## src/rtl/root_pkg.sv

```systemverilog
// root_pkg: shared types and constants for the square-root job sequencer
package root_pkg;
  localparam int DW = 32;
  localparam int TIMEOUT_DEF = 64;
  localparam logic [2:0] ST_READY = 3'd0;
  localparam logic [2:0] ST_WORK = 3'd1;
  localparam logic [2:0] ST_HELD = 3'd2;
  typedef enum logic [2:0] {
    S_IDLE,
    S_CLR,
    S_START,
    S_WAIT,
    S_RESP
  } state_t;
endpackage

```

## src/rtl/root_seq.sv

```systemverilog
// root_seq: runs one square-root job per request through clear, start, wait and response
module root_seq
  import root_pkg::*;
#(
  parameter int TIMEOUT = TIMEOUT_DEF
) (
  input  logic          clk_i,
  input  logic          rst_n_i,
  input  logic          req_valid_i,
  output logic          req_ready_o,
  input  logic [DW-1:0] req_data_i,
  output logic          rsp_valid_o,
  input  logic          rsp_ready_i,
  output logic [DW-1:0] rsp_data_o,
  output logic          rsp_err_o,
  output logic          root_rst_o,
  output logic          root_start_o,
  output logic [DW-1:0] root_x_o,
  input  logic [DW-1:0] root_y_i,
  input  logic [2:0]    root_state_i,
  output logic [15:0]   done_cnt_o
);
  localparam int CW = $clog2(TIMEOUT + 1);
  state_t state, state_nx;
  logic [CW-1:0] cnt;
  logic [DW-1:0] x_q, data_q;
  logic err_q;
  logic [15:0] done_q;
  logic hit, expire;
  assign hit = root_state_i == ST_HELD;
  assign expire = cnt == CW'(TIMEOUT - 1);
  assign req_ready_o = state == S_IDLE;
  assign rsp_valid_o = state == S_RESP;
  assign root_rst_o = !rst_n_i || state == S_CLR;
  assign root_start_o = state == S_START;
  assign root_x_o = x_q;
  assign rsp_data_o = data_q;
  assign rsp_err_o = err_q;
  assign done_cnt_o = done_q;
  // next state: a finished unit is checked before the timeout so done wins a tie
  always_comb begin
    state_nx = state;
    case (state)
      S_IDLE:  state_nx = req_valid_i ? S_CLR : S_IDLE;
      S_CLR:   state_nx = S_START;
      S_START: state_nx = S_WAIT;
      S_WAIT:  state_nx = (hit || expire) ? S_RESP : S_WAIT;
      S_RESP:  state_nx = rsp_ready_i ? S_IDLE : S_RESP;
      default: state_nx = S_IDLE;
    endcase
  end
  // state, operand latch, wait counter, response capture and job counter
  always_ff @(posedge clk_i) begin
    if (!rst_n_i) begin
      state  <= S_IDLE;
      cnt    <= '0;
      x_q    <= '0;
      data_q <= '0;
      err_q  <= 1'b0;
      done_q <= '0;
    end else begin
      state <= state_nx;
      cnt   <= state == S_WAIT ? cnt + 1'b1 : '0;
      if (state == S_IDLE && req_valid_i) x_q <= req_data_i;
      if (state == S_WAIT && (hit || expire)) begin
        data_q <= hit ? root_y_i : '0;
        err_q  <= !hit;
      end
      if (state == S_RESP && rsp_ready_i) done_q <= done_q + 1'b1;
    end
  end
endmodule

```

## config.mk

```make
export PLATFORM = sky130hd
export DESIGN_NAME = root_seq
export DESIGN_NICKNAME = d
export VERILOG_FILES = /design/src/rtl/root_pkg.sv /design/src/rtl/root_seq.sv
export SDC_FILE = /design/constraint.sdc
export NUM_CORES = 1
export LEC_CHECK = 0
export CAP_MARGIN = 25
export CORE_ASPECT_RATIO = 2
export CORE_MARGIN = 2
export CORE_UTILIZATION = 44
export CTS_CLUSTER_DIAMETER = 40
export CTS_CLUSTER_SIZE = 20
export DETAILED_ROUTE_END_ITERATION = 6
export GPL_TIMING_DRIVEN = 0
export HOLD_SLACK_MARGIN = 0.1
export PLACE_DENSITY = 0.95
export SETUP_SLACK_MARGIN = 0.3
export SLEW_MARGIN = 20
export SYNTH_ARGS = -nofsm -noshare
export SYNTH_HDL_FRONTEND = slang
export SYNTH_SLANG_ARGS = --single-unit
```

## constraint.sdc

```tcl
create_clock -name clk_i -period 2.74 [get_ports clk_i]
set_input_delay 0.274 -clock clk_i [delete_from_list [all_inputs] [get_ports clk_i]]
set_output_delay 0.274 -clock clk_i [all_outputs]
set_load 0.03 [all_outputs]
```

==> run_results.csv, run 1 <==
group,metric,value,unit
global_route,antenna_found_initial,0,
sta,setup-tns-final,0,ns
sta,rsz0062_at_grt,"false",
logic_synthesis,synthArstFlopShare,0,
sta,period_needed,2.325,ns
layout,n_antenna_cell,0,
routing,drtIter0Drc,136,
min_path,worstHoldPathCells,2,
cts,clockBufferDepth,2,
logic_synthesis,yosysTopAreaCellShare,0.5534,
layout,fin_nets,595,
logic_synthesis,synth-edff-count,0,
sta,setup_violations,0,
routing,viasPerCell,5.183,
logic_synthesis,netlist_instances,356,
routing,final_antenna_net_count,0,
cts,cts_resized,0,
floorplanning,io-pin-count,156,
cts,htreeDepth,3,
layout,area_delta_synth_final,61.27,%
logic_synthesis,yosysTopAreaCell,"dfxtp_1",
pwr,ir_drop,0.0004020,V
cts,cts.sinks,91,
layout,drive_gt1_frac,0.05313,
critical_path,critPathCapture,"req_ready_o",
routing,drc,0,
cts,postCtsHoldBufs,0,
place,gp_congestion,0.7905,
floorplanning,die_y,126.3,µm
global_route,grt_pass1_wl,14810,µm
global_route,grt_pass1_vias,3283,
floorplanning,die_area,8231,µm²
sta,period_share,0.8484,
critical_path,crit_path_end_kind,"output pin",
logic_synthesis,synth_fp_nets,429,
global_route,grt-ovfl-total,0,
cts,cts_root_buf,"clkbuf_16",
logic_synthesis,synthTopCellsByArea,"dfxtp_1 (55%), nand2_1 (8.7%), a22o_1 (8.5%)",
place,port_buffers,155,
cts,postCtsSetupRepairBufs,0,
critical_path,crit_slowest_cell,"clkdlybuf4s50_1",
critical_path,crit_arrival,2.05,ns
floorplanning,die_w,65.16,µm
critical_path,crit_type,"reg2out",
sta,fin_skew,0.004749,ns
place,dp_hpwl,7087,µm
logic_synthesis,ys_seq_area_frac,0.5534,
routing,vias,3208,
critical_path,cp_max_fo,10,
global_route,grtUsageTotal,0.2296,
critical_path,critPathLaunchType,"flop",
critical_path,r2r_slack,0.71,ns
logic_synthesis,ys_types,36,
floorplanning,core-area,7267,µm²
sta,final_hold_viol_count,0,
critical_path,r2r_start,"cnt[0]$_SDFF_PN0_",
sta,relSlewSlack,0.6494,
logic_synthesis,avgSynthCellArea,9.247,µm²
sta,drv_slew,0,
outcome,outcome,"finished clean",
routing,routedWlPerCell,14.99,µm
routing,drtPass1Iterations,4,
pwr,p_leak,1.933,nW
layout,finish.utilization,0.7305,
critical_path,cpPeakStageDelay,0.77,ns
cts,path_clk_slew,0.06,ns
job,cap_violations,0,
sta,max_freq,430.2,MHz
critical_path,crit_chain,"clkbuf_1, nor3_1, clkdlybuf4s50_1",
global_route,grt_max_degree,16,
floorplanning,initial_utilization,0.4530,
critical_path,r2r_end,"rsp_data_o[4]$_SDFFE_PN0P_",
logic_synthesis,synth_warnings,0,
cts,clkLatencyLatePin,0.33,ns
critical_path,crit_required,2.47,ns
logic_synthesis,yosysMostFrequentCell,"dfxtp_1",
cts,cts_buffers,9,
logic_synthesis,synth_flop_cell,"dfxtp_1",
routing,routed_wirelength,9279,µm
critical_path,crit_start,"state[0]$_SDFF_PN0_",
logic_synthesis,syn_area,3292,µm²
pwr,powerDensity,604.0,nW/µm²
floorplanning,rows,44,
min_path,hp-class,"reg2reg",
critical_path,r2r_cells,6,
cts,cts_tree,"done",
logic_synthesis,synth-seq-cells,91,
sta,worst_pin_slew,0.5219,ns
logic_synthesis,ys_top_cells_by_count,"dfxtp_1 (91), nand2_1 (76), a21oi_1 (38)",
-- final cells by class --
type | count | area [µm²]
multi-input cells | 241 | 1365
flip-flops and latches | 91 | 1822
inverters | 3 | 11.26
fillers | 530 | 1958
clock buffers | 10 | 239.0
well taps | 92 | 115.1
clock inverters | 6 | 111.4
repair buffers | 155 | 1551
plain buffers | 21 | 93.84
-- critical path: cells and delay by family, from the launching register on --
kind	cells	cell delay, ns
buf+inv	2	0.97
simple gates	1	0.44
flops	1	0.31
-- cell usage in the layout (no fill, tap or decap), types with 2 or more instances in the layout --
cell type / count
clkbuf_16: 9
dfxtp_1: 91
inv_1: 3
and3_1: 2
clkdlybuf4s50_1: 155
xor2_1: 6
or3_1: 5
bufinv_16: 3
nand3_1: 9
and2_1: 4
nand4_1: 4
nand2_1: 76
nor4_1: 2
xnor2_1: 9
nor3_1: 7
a21oi_1: 38
ha_1: 2
o21ai_0: 7
a22o_1: 32
clkbuf_1: 12
buf_2: 6
buf_1: 2
nand2b_1: 2
nor2_1: 22
-- routing by layer --
layer | global-route usage | part of all wire
met5 | 0 | 0
met3 | 0.06383 | 0.070
met4 | 0.1140 | 0.031
met2 | 0.4280 | 0.54
met1 | 0.2216 | 0.36
-- sequential cells by signal, indices dropped and copies added, names as in the netlist --
register and flops:
root_x_o 32, done_cnt_o 16, rsp_data_o 32, cnt 7
state 3, rsp_err_o 1
-- cells by family after synthesis --
family | synth area share
compound gates | 0.1627
fa+ha+maj | 0.007600
xor+xnor | 0.03991
flops | 0.5534
mux | 0.003041
buf+inv | 0.03193
simple gates | 0.2014
-- power breakdown --
group,total (mW),internal (mW),switching (mW)
sequential,1.38,1.36,0.0199
clock,1.41,0.917,0.490
combinational,0.417,0.199,0.218
total,3.21,2.48,0.727
-- per-stage QoR --
step	std cells	instance area [µm²]	power (mW)	worst slack, ns	hold slack [ns]
final	619	5309	3.206	0.4154	0.4524
after global routing	619	5309	3.317	0.3277	0.4776
after CTS	619	5309	3.233	0.4030	0.4551
after detailed placement	603	4959	1.828	0.5068	0.4475
after global placement	603	4959	1.815	0.5321	0.4419
after floorplan	356	3292	1.606	0.6926	0.3957
-- how the worst min path moves through the flow --
stage                              startpoint                          end  slack, ns
finish               root_x_o[3]$_SDFFE_PN0P_     root_x_o[3]$_SDFFE_PN0P_       0.45
global route        root_x_o[10]$_SDFFE_PN0P_    root_x_o[10]$_SDFFE_PN0P_       0.48
detailed placement   root_x_o[3]$_SDFFE_PN0P_     root_x_o[3]$_SDFFE_PN0P_       0.45
global placement    root_x_o[15]$_SDFFE_PN0P_    root_x_o[15]$_SDFFE_PN0P_       0.44
floorplan                             rst_n_i  done_cnt_o[11]$_SDFFE_PN0P_       0.40
CTS                 root_x_o[11]$_SDFFE_PN0P_    root_x_o[11]$_SDFFE_PN0P_       0.46
(Power assumes the default switching activity.)
==> inputs of run 2 (changes only) <==
--- a/config.mk
+++ b/config.mk
@@ -8,13 +8,13 @@
 export CAP_MARGIN = 25
 export CORE_ASPECT_RATIO = 2
 export CORE_MARGIN = 2
-export CORE_UTILIZATION = 44
+export CORE_UTILIZATION = 41
 export CTS_CLUSTER_DIAMETER = 40
 export CTS_CLUSTER_SIZE = 20
 export DETAILED_ROUTE_END_ITERATION = 6
 export GPL_TIMING_DRIVEN = 0
 export HOLD_SLACK_MARGIN = 0.1
-export PLACE_DENSITY = 0.95
+export PLACE_DENSITY = 0.91
 export SETUP_SLACK_MARGIN = 0.3
 export SLEW_MARGIN = 20
 export SYNTH_ARGS = -nofsm -noshare
==> constraint.sdc (replaced) <==
create_clock -name clk_i -period 2.4 [get_ports clk_i]
set_input_delay 0.24 -clock clk_i [delete_from_list [all_inputs] [get_ports clk_i]]
set_output_delay 0.24 -clock clk_i [all_outputs]
set_load 0.03 [all_outputs]
==> run_results.csv, run 2 (same netlist as run 1, synthesis figures left out) <==
group,metric,value,unit
layout,mostFrequentLayoutCell,"clkdlybuf4s50_1",
floorplanning,io-pin-count,156,
min_path,hp-start,"req_data_i[20]",
min_path,worstHoldPathCells,3,
sta,rsz0062_at_grt,"false",
sta,max_freq,521.1,MHz
cts,clockBufferDepth,2,
routing,drtIter0Drc,128,
cts,cts_root_buf,"clkbuf_16",
cts,postCtsHoldBufs,0,
global_route,grtUsageTotal,0.2157,
routing,routedWlPerCell,14.79,µm
global_route,grt_pass1_vias,3316,
critical_path,crit_chain,"clkdlybuf4s50_1, or3b_2, nor3_1, buf_2, a22o_1",
sta,relSlewSlack,0.6270,
sta,drv_slew,0,
routing,viasPerCell,5.088,
pwr,ir_drop,0.0004746,V
layout,fin_nets,595,
routing,drc,0,
critical_path,crit_type,"in2reg",
cts,path_clk_slew,0.07,ns
floorplanning,initial_utilization,0.4175,
sta,final_hold_viol_count,0,
cts,cts.sinks,91,
sta,worst_pin_slew,0.5552,ns
critical_path,path_delay_family,"simple AND/OR/NAND/NOR gates",
cts,htreeDepth,3,
min_path,hp-class,"in2reg",
sta,period_needed,1.919,ns
critical_path,crit_slowest_cell,"or3b_2",
routing,drtPass1Iterations,4,
sta,setup-tns-final,0,ns
global_route,antenna_found_initial,0,
cts,cts_tree,"done",
cts,postCtsSetupRepairBufs,0,
place,dpl_worst_slack,0.1429,ns
critical_path,crit_arrival,2.19,ns
critical_path,crit_path_end_kind,"flop",
sta,period_share,0.7995,
layout,layout_common_cells,"clkdlybuf4s50_1 (151), dfxtp_1 (91), nand2_1 (76), a21oi_1 (38), a22o_1 (32)",
layout,fillCellCount,620,
place,gp_congestion,0.7960,
place,dp_hpwl,6980,µm
critical_path,crit_buf_inv,2,
critical_path,r2r_slack,0.52,ns
floorplanning,core-area,7885,µm²
global_route,grt_max_degree,16,
critical_path,cp_max_fo,10,
sta,fin_ws,0.4811,ns
routing,final_antenna_net_count,0,
layout,n_antenna_cell,0,
layout,drive_gt1_frac,0.05894,
cts,clkLatencyLatePin,0.34,ns
floorplanning,die_y,130.7,µm
job,cap_violations,0,
global_route,grt_pass1_wl,14520,µm
layout,area_delta_synth_final,60.17,%
critical_path,crit_required,2.67,ns
routing,vias,3165,
sta,holdWs,0.4495,ns
pwr,p_leak,1.953,nW
floorplanning,die_area,8805,µm²
critical_path,r2r_end,"rsp_data_o[7]$_SDFFE_PN0P_",
pwr,powerDensity,650.5,nW/µm²
routing,routed_wirelength,9198,µm
critical_path,cpPeakStageDelay,0.50,ns
place,port_buffers,155,
global_route,grt-ovfl-total,0,
sta,fin_skew,0.007039,ns
min_path,whs_endpoint,"root_x_o[20]$_SDFFE_PN0P_",
critical_path,r2r_start,"cnt[0]$_SDFF_PN0_",
cts,cts_buffers,9,
sta,setup_violations,0,
floorplanning,die_w,67.36,µm
critical_path,r2r_cells,6,
outcome,outcome,"finished clean",
critical_path,critPathLaunchType,"input pin",
floorplanning,rows,46,
==> run 2: cell count changes in the layout (fill, tap and decap cells not counted), sizes merged <==
cell           delta
bufinv            -2
clkbuf            -1
clkdlybuf4s50     -4
clkinv            +1
dlygate4sd2       +1
dlymetal6s2s      +3
inv               +1
==> run 2: layout make-up <==
cell class | count | area [µm²] | area share
flip-flops and latches | 91 | 1822 | 0.3455
repair buffers | 155 | 1558 | 0.2954
multi-input cells | 241 | 1375 | 0.2608
clock buffers | 9 | 225.2 | 0.04271
well taps | 96 | 120.1 | 0.02278
plain buffers | 21 | 96.34 | 0.01827
clock inverters | 6 | 65.06 | 0.01234
inverters | 3 | 11.26 | 0.002136
==> run 2: stage by stage <==
step           instance area [µm²]  total power, mW    util  instances
2_1_floorplan                 3292            1.834       -        356
3_3_place_gp                  4964            2.072  0.6295        607
3_5_place_dp                  4964            2.087  0.6295        607
4_1_cts                       5260            3.471  0.6671        622
5_1_grt                       5273            3.568  0.6687        622
6_report                      5273            3.430  0.6687        622
==> run 2: worst max-delay path by stage <==
stage                                   start                           to  slack (ns)  depth (start not counted)
after floorplan           state[0]$_SDFF_PN0_     root_x_o[5]$_SDFFE_PN0P_        0.35                          7
after global placement        root_state_i[1]  rsp_data_o[19]$_SDFFE_PN0P_        0.22                          5
after detailed placement      root_state_i[1]   rsp_data_o[7]$_SDFFE_PN0P_        0.14                          5
after CTS                 state[0]$_SDFF_PN0_                  req_ready_o        0.29                          3
after global routing          root_state_i[1]  rsp_data_o[24]$_SDFFE_PN0P_        0.34                          5
final                         root_state_i[1]   rsp_data_o[7]$_SDFFE_PN0P_        0.48                          5
==> run 2: worst reg2reg max path, stage by stage, from the launching register on <==
cell	delay, ns
dfxtp_1	0.34
ha_1	0.24
nand2_1	0.14
o31ai_2	0.10
a21oi_1	0.39
clkbuf_1	0.42
a22o_1	0.21
==> run 2: power by group <==
group	switching, mW	total (mW)	internal, mW	leakage [nW]
Combinational	0.247	0.474	0.227	1.07
Sequential	0.0223	1.58	1.56	0.738
Clock	0.573	1.38	0.804	0.142
Total	0.842	3.43	2.59	1.95
==> run 2: timing repair <==
item | in CTS | in global routing
cloned | 0 | 0
endpoints found under the setup margin | 3 | 33
gates resized for setup | 4 | 4
==> run 2: metal layers <==
| metal | up-vias | global-route usage | wire, µm |
|---|---|---|---|
| li1 | 1554 | - | - |
| met1 | 1470 | 0.2056 | 3291 |
| met2 | 130 | 0.4141 | 5114 |
| met3 | 11 | 0.07277 | 676 |
| met4 | 0 | 0.07083 | 116 |
| met5 | - | 0 | 0 |
==> inputs of run 3 (changes only) <==
==> constraint.sdc (replaced) <==
create_clock -name clk_i -period 1.95 [get_ports clk_i]
set_input_delay 0.195 -clock clk_i [delete_from_list [all_inputs] [get_ports clk_i]]
set_output_delay 0.195 -clock clk_i [all_outputs]
set_load 0.03 [all_outputs]
==> run_results.csv, run 3 (same netlist as run 1, synthesis figures left out) <==
group,metric,value,unit
outcome,outcome,"finished clean",
layout,fin_nets,604,
critical_path,r2r_cells,5,
routing,vias,3218,
floorplanning,core-area,7885,µm²
sta,setup-tns-final,0,ns
pwr,pwr-share-comb,0.139,
routing,routed_wirelength,9884,µm
sta,drv_slew,0,
sta,final_hold_viol_count,0,
critical_path,crit_start,"done_cnt_o[5]$_SDFFE_PN0P_",
min_path,hp-class,"in2reg",
critical_path,r2r_slack,0.22,ns
floorplanning,initial_utilization,0.4175,
routing,drtIter0Drc,153,
cts,cts_buffers,9,
critical_path,crit_path_end_kind,"flop",
layout,n_antenna_cell,0,
layout,drive_gt1_frac,0.1493,
global_route,grt_pass1_vias,3188,
critical_path,crit_type,"reg2reg",
global_route,grt-ovfl-total,0,
cts,path_clk_slew,0.06,ns
critical_path,crit_required,2.21,ns
routing,viasPerCell,5.092,
cts,clkLatencyLatePin,0.34,ns
sta,rsz0062_at_grt,"true",
place,gp_congestion,0.8159,
sta,setup_violations,0,
place,dp_hpwl,7011,µm
cts,clockBufferDepth,2,
routing,routedWlPerCell,15.64,µm
cts,cts.sinks,91,
cts,cts_root_buf,"clkbuf_16",
global_route,grt_max_degree,16,
critical_path,critPathLaunchType,"flop",
floorplanning,die_y,130.7,µm
pwr,ir_drop,0.0007398,V
sta,period_needed,1.729,ns
layout,area_delta_synth_final,67.01,%
pwr,powerDensity,794.4,nW/µm²
sta,fin_skew,0.005665,ns
floorplanning,rows,46,
global_route,antenna_found_initial,0,
pwr,sw_frac_of_total,0.2408,
pwr,power_frac_clock,0.418,
sta,relSlewSlack,0.6684,
job,cap_violations,0,
cts,cts_tree,"done",
place,port_buffers,155,
global_route,grtUsageTotal,0.2151,
pwr,power.switching,1.052,mW
sta,worst_pin_slew,0.4973,ns
floorplanning,io-pin-count,156,
global_route,grt_pass1_wl,14470,µm
sta,period_share,0.8867,
sta,max_freq,578.4,MHz
critical_path,r2r_end,"done_cnt_o[12]$_SDFFE_PN0P_",
sta,holdWs,0.4096,ns
routing,drtPass1Iterations,4,
floorplanning,die_w,67.36,µm
pwr,pwr-share-seq,0.443,
floorplanning,die_area,8805,µm²
critical_path,cp_max_fo,5,
critical_path,critPathCapture,"done_cnt_o[12]$_SDFFE_PN0P_",
critical_path,crit_arrival,1.98,ns
pwr,p_leak,2.060,nW
layout,layout_common_cells,"clkdlybuf4s50_1 (149), dfxtp_1 (77), nand2_1 (75), a21oi_1 (35), a22o_1 (32)",
cts,htreeDepth,3,
critical_path,r2r_start,"done_cnt_o[5]$_SDFFE_PN0P_",
routing,final_antenna_net_count,0,
routing,drc,0,
pwr,internal_power,3.316,mW
layout,mostFrequentLayoutCell,"clkdlybuf4s50_1",
## run 3: metal layers
metal	routed length, µm	global-route usage
met1	3677	0.2135
met3	713	0.07277
met4	155	0.06963
met5	0	0
met2	5337	0.4042
## run 3: critical path, stage by stage (launching register included)
cell	delay, ns
dfxtp_4	0.37
nand4_1	0.16
buf_4	0.19
or3_1	0.38
or3_1	0.37
a21oi_1	0.18
## run 3: power by group through the flow
stage	Combinational [mW]	Clock [mW]	Sequential (mW)
6_report	0.608	1.82	1.94
5_1_grt	0.651	1.93	1.94
4_1_cts	0.597	1.85	1.94
3_5_place_dp	0.591	0	1.98
3_3_place_gp	0.575	0	1.98
2_1_floorplan	0.178	0	2.08
## run 3: through the flow
step / util / cells / cell area, µm² / power (mW) / setup WS [ns]
after CTS: 0.6784 / 624 / 5349 / 4.388 / 0.1544
after floorplan: - / 356 / 3327 / 2.256 / 0.3336
after detailed placement: 0.6339 / 607 / 4999 / 2.570 / -0.3285
after global routing: 0.6972 / 632 / 5498 / 4.519 / 0.1629
final: 0.6972 / 632 / 5498 / 4.368 / 0.2210
after global placement: 0.6339 / 607 / 4999 / 2.551 / -0.2380
## run 3: worst min path at each step
stage,start,to,cells after the start
after global routing,req_data_i[21],root_x_o[21]$_SDFFE_PN0P_,3
after floorplan,rst_n_i,done_cnt_o[11]$_SDFFE_PN0P_,1
after detailed placement,root_x_o[23]$_SDFFE_PN0P_,root_x_o[23]$_SDFFE_PN0P_,2
after global placement,root_x_o[31]$_SDFFE_PN0P_,root_x_o[31]$_SDFFE_PN0P_,2
final,req_data_i[5],root_x_o[5]$_SDFFE_PN0P_,3
after CTS,req_data_i[5],root_x_o[5]$_SDFFE_PN0P_,3
## run 3: timing repair
action                                  CTS  global route
endpoints found under the setup margin   68            73
cloned                                    0             1
resized for setup                        27            50
setup buffers                             1             7
hold buffers                              0             0
pin swaps                                 1             4
## run 3: layout make-up
class / instances / area, µm²
Clock buffer: 9 / 225.2
Inverter: 3 / 11.26
Fill cell: 599 / 2387
Buffer: 21 / 130.1
Tap cell: 96 / 120.1
Clock inverter: 7 / 92.59
Multi-Input combinational cell: 241 / 1456
Sequential cell: 91 / 1854
Timing Repair Buffer: 164 / 1608
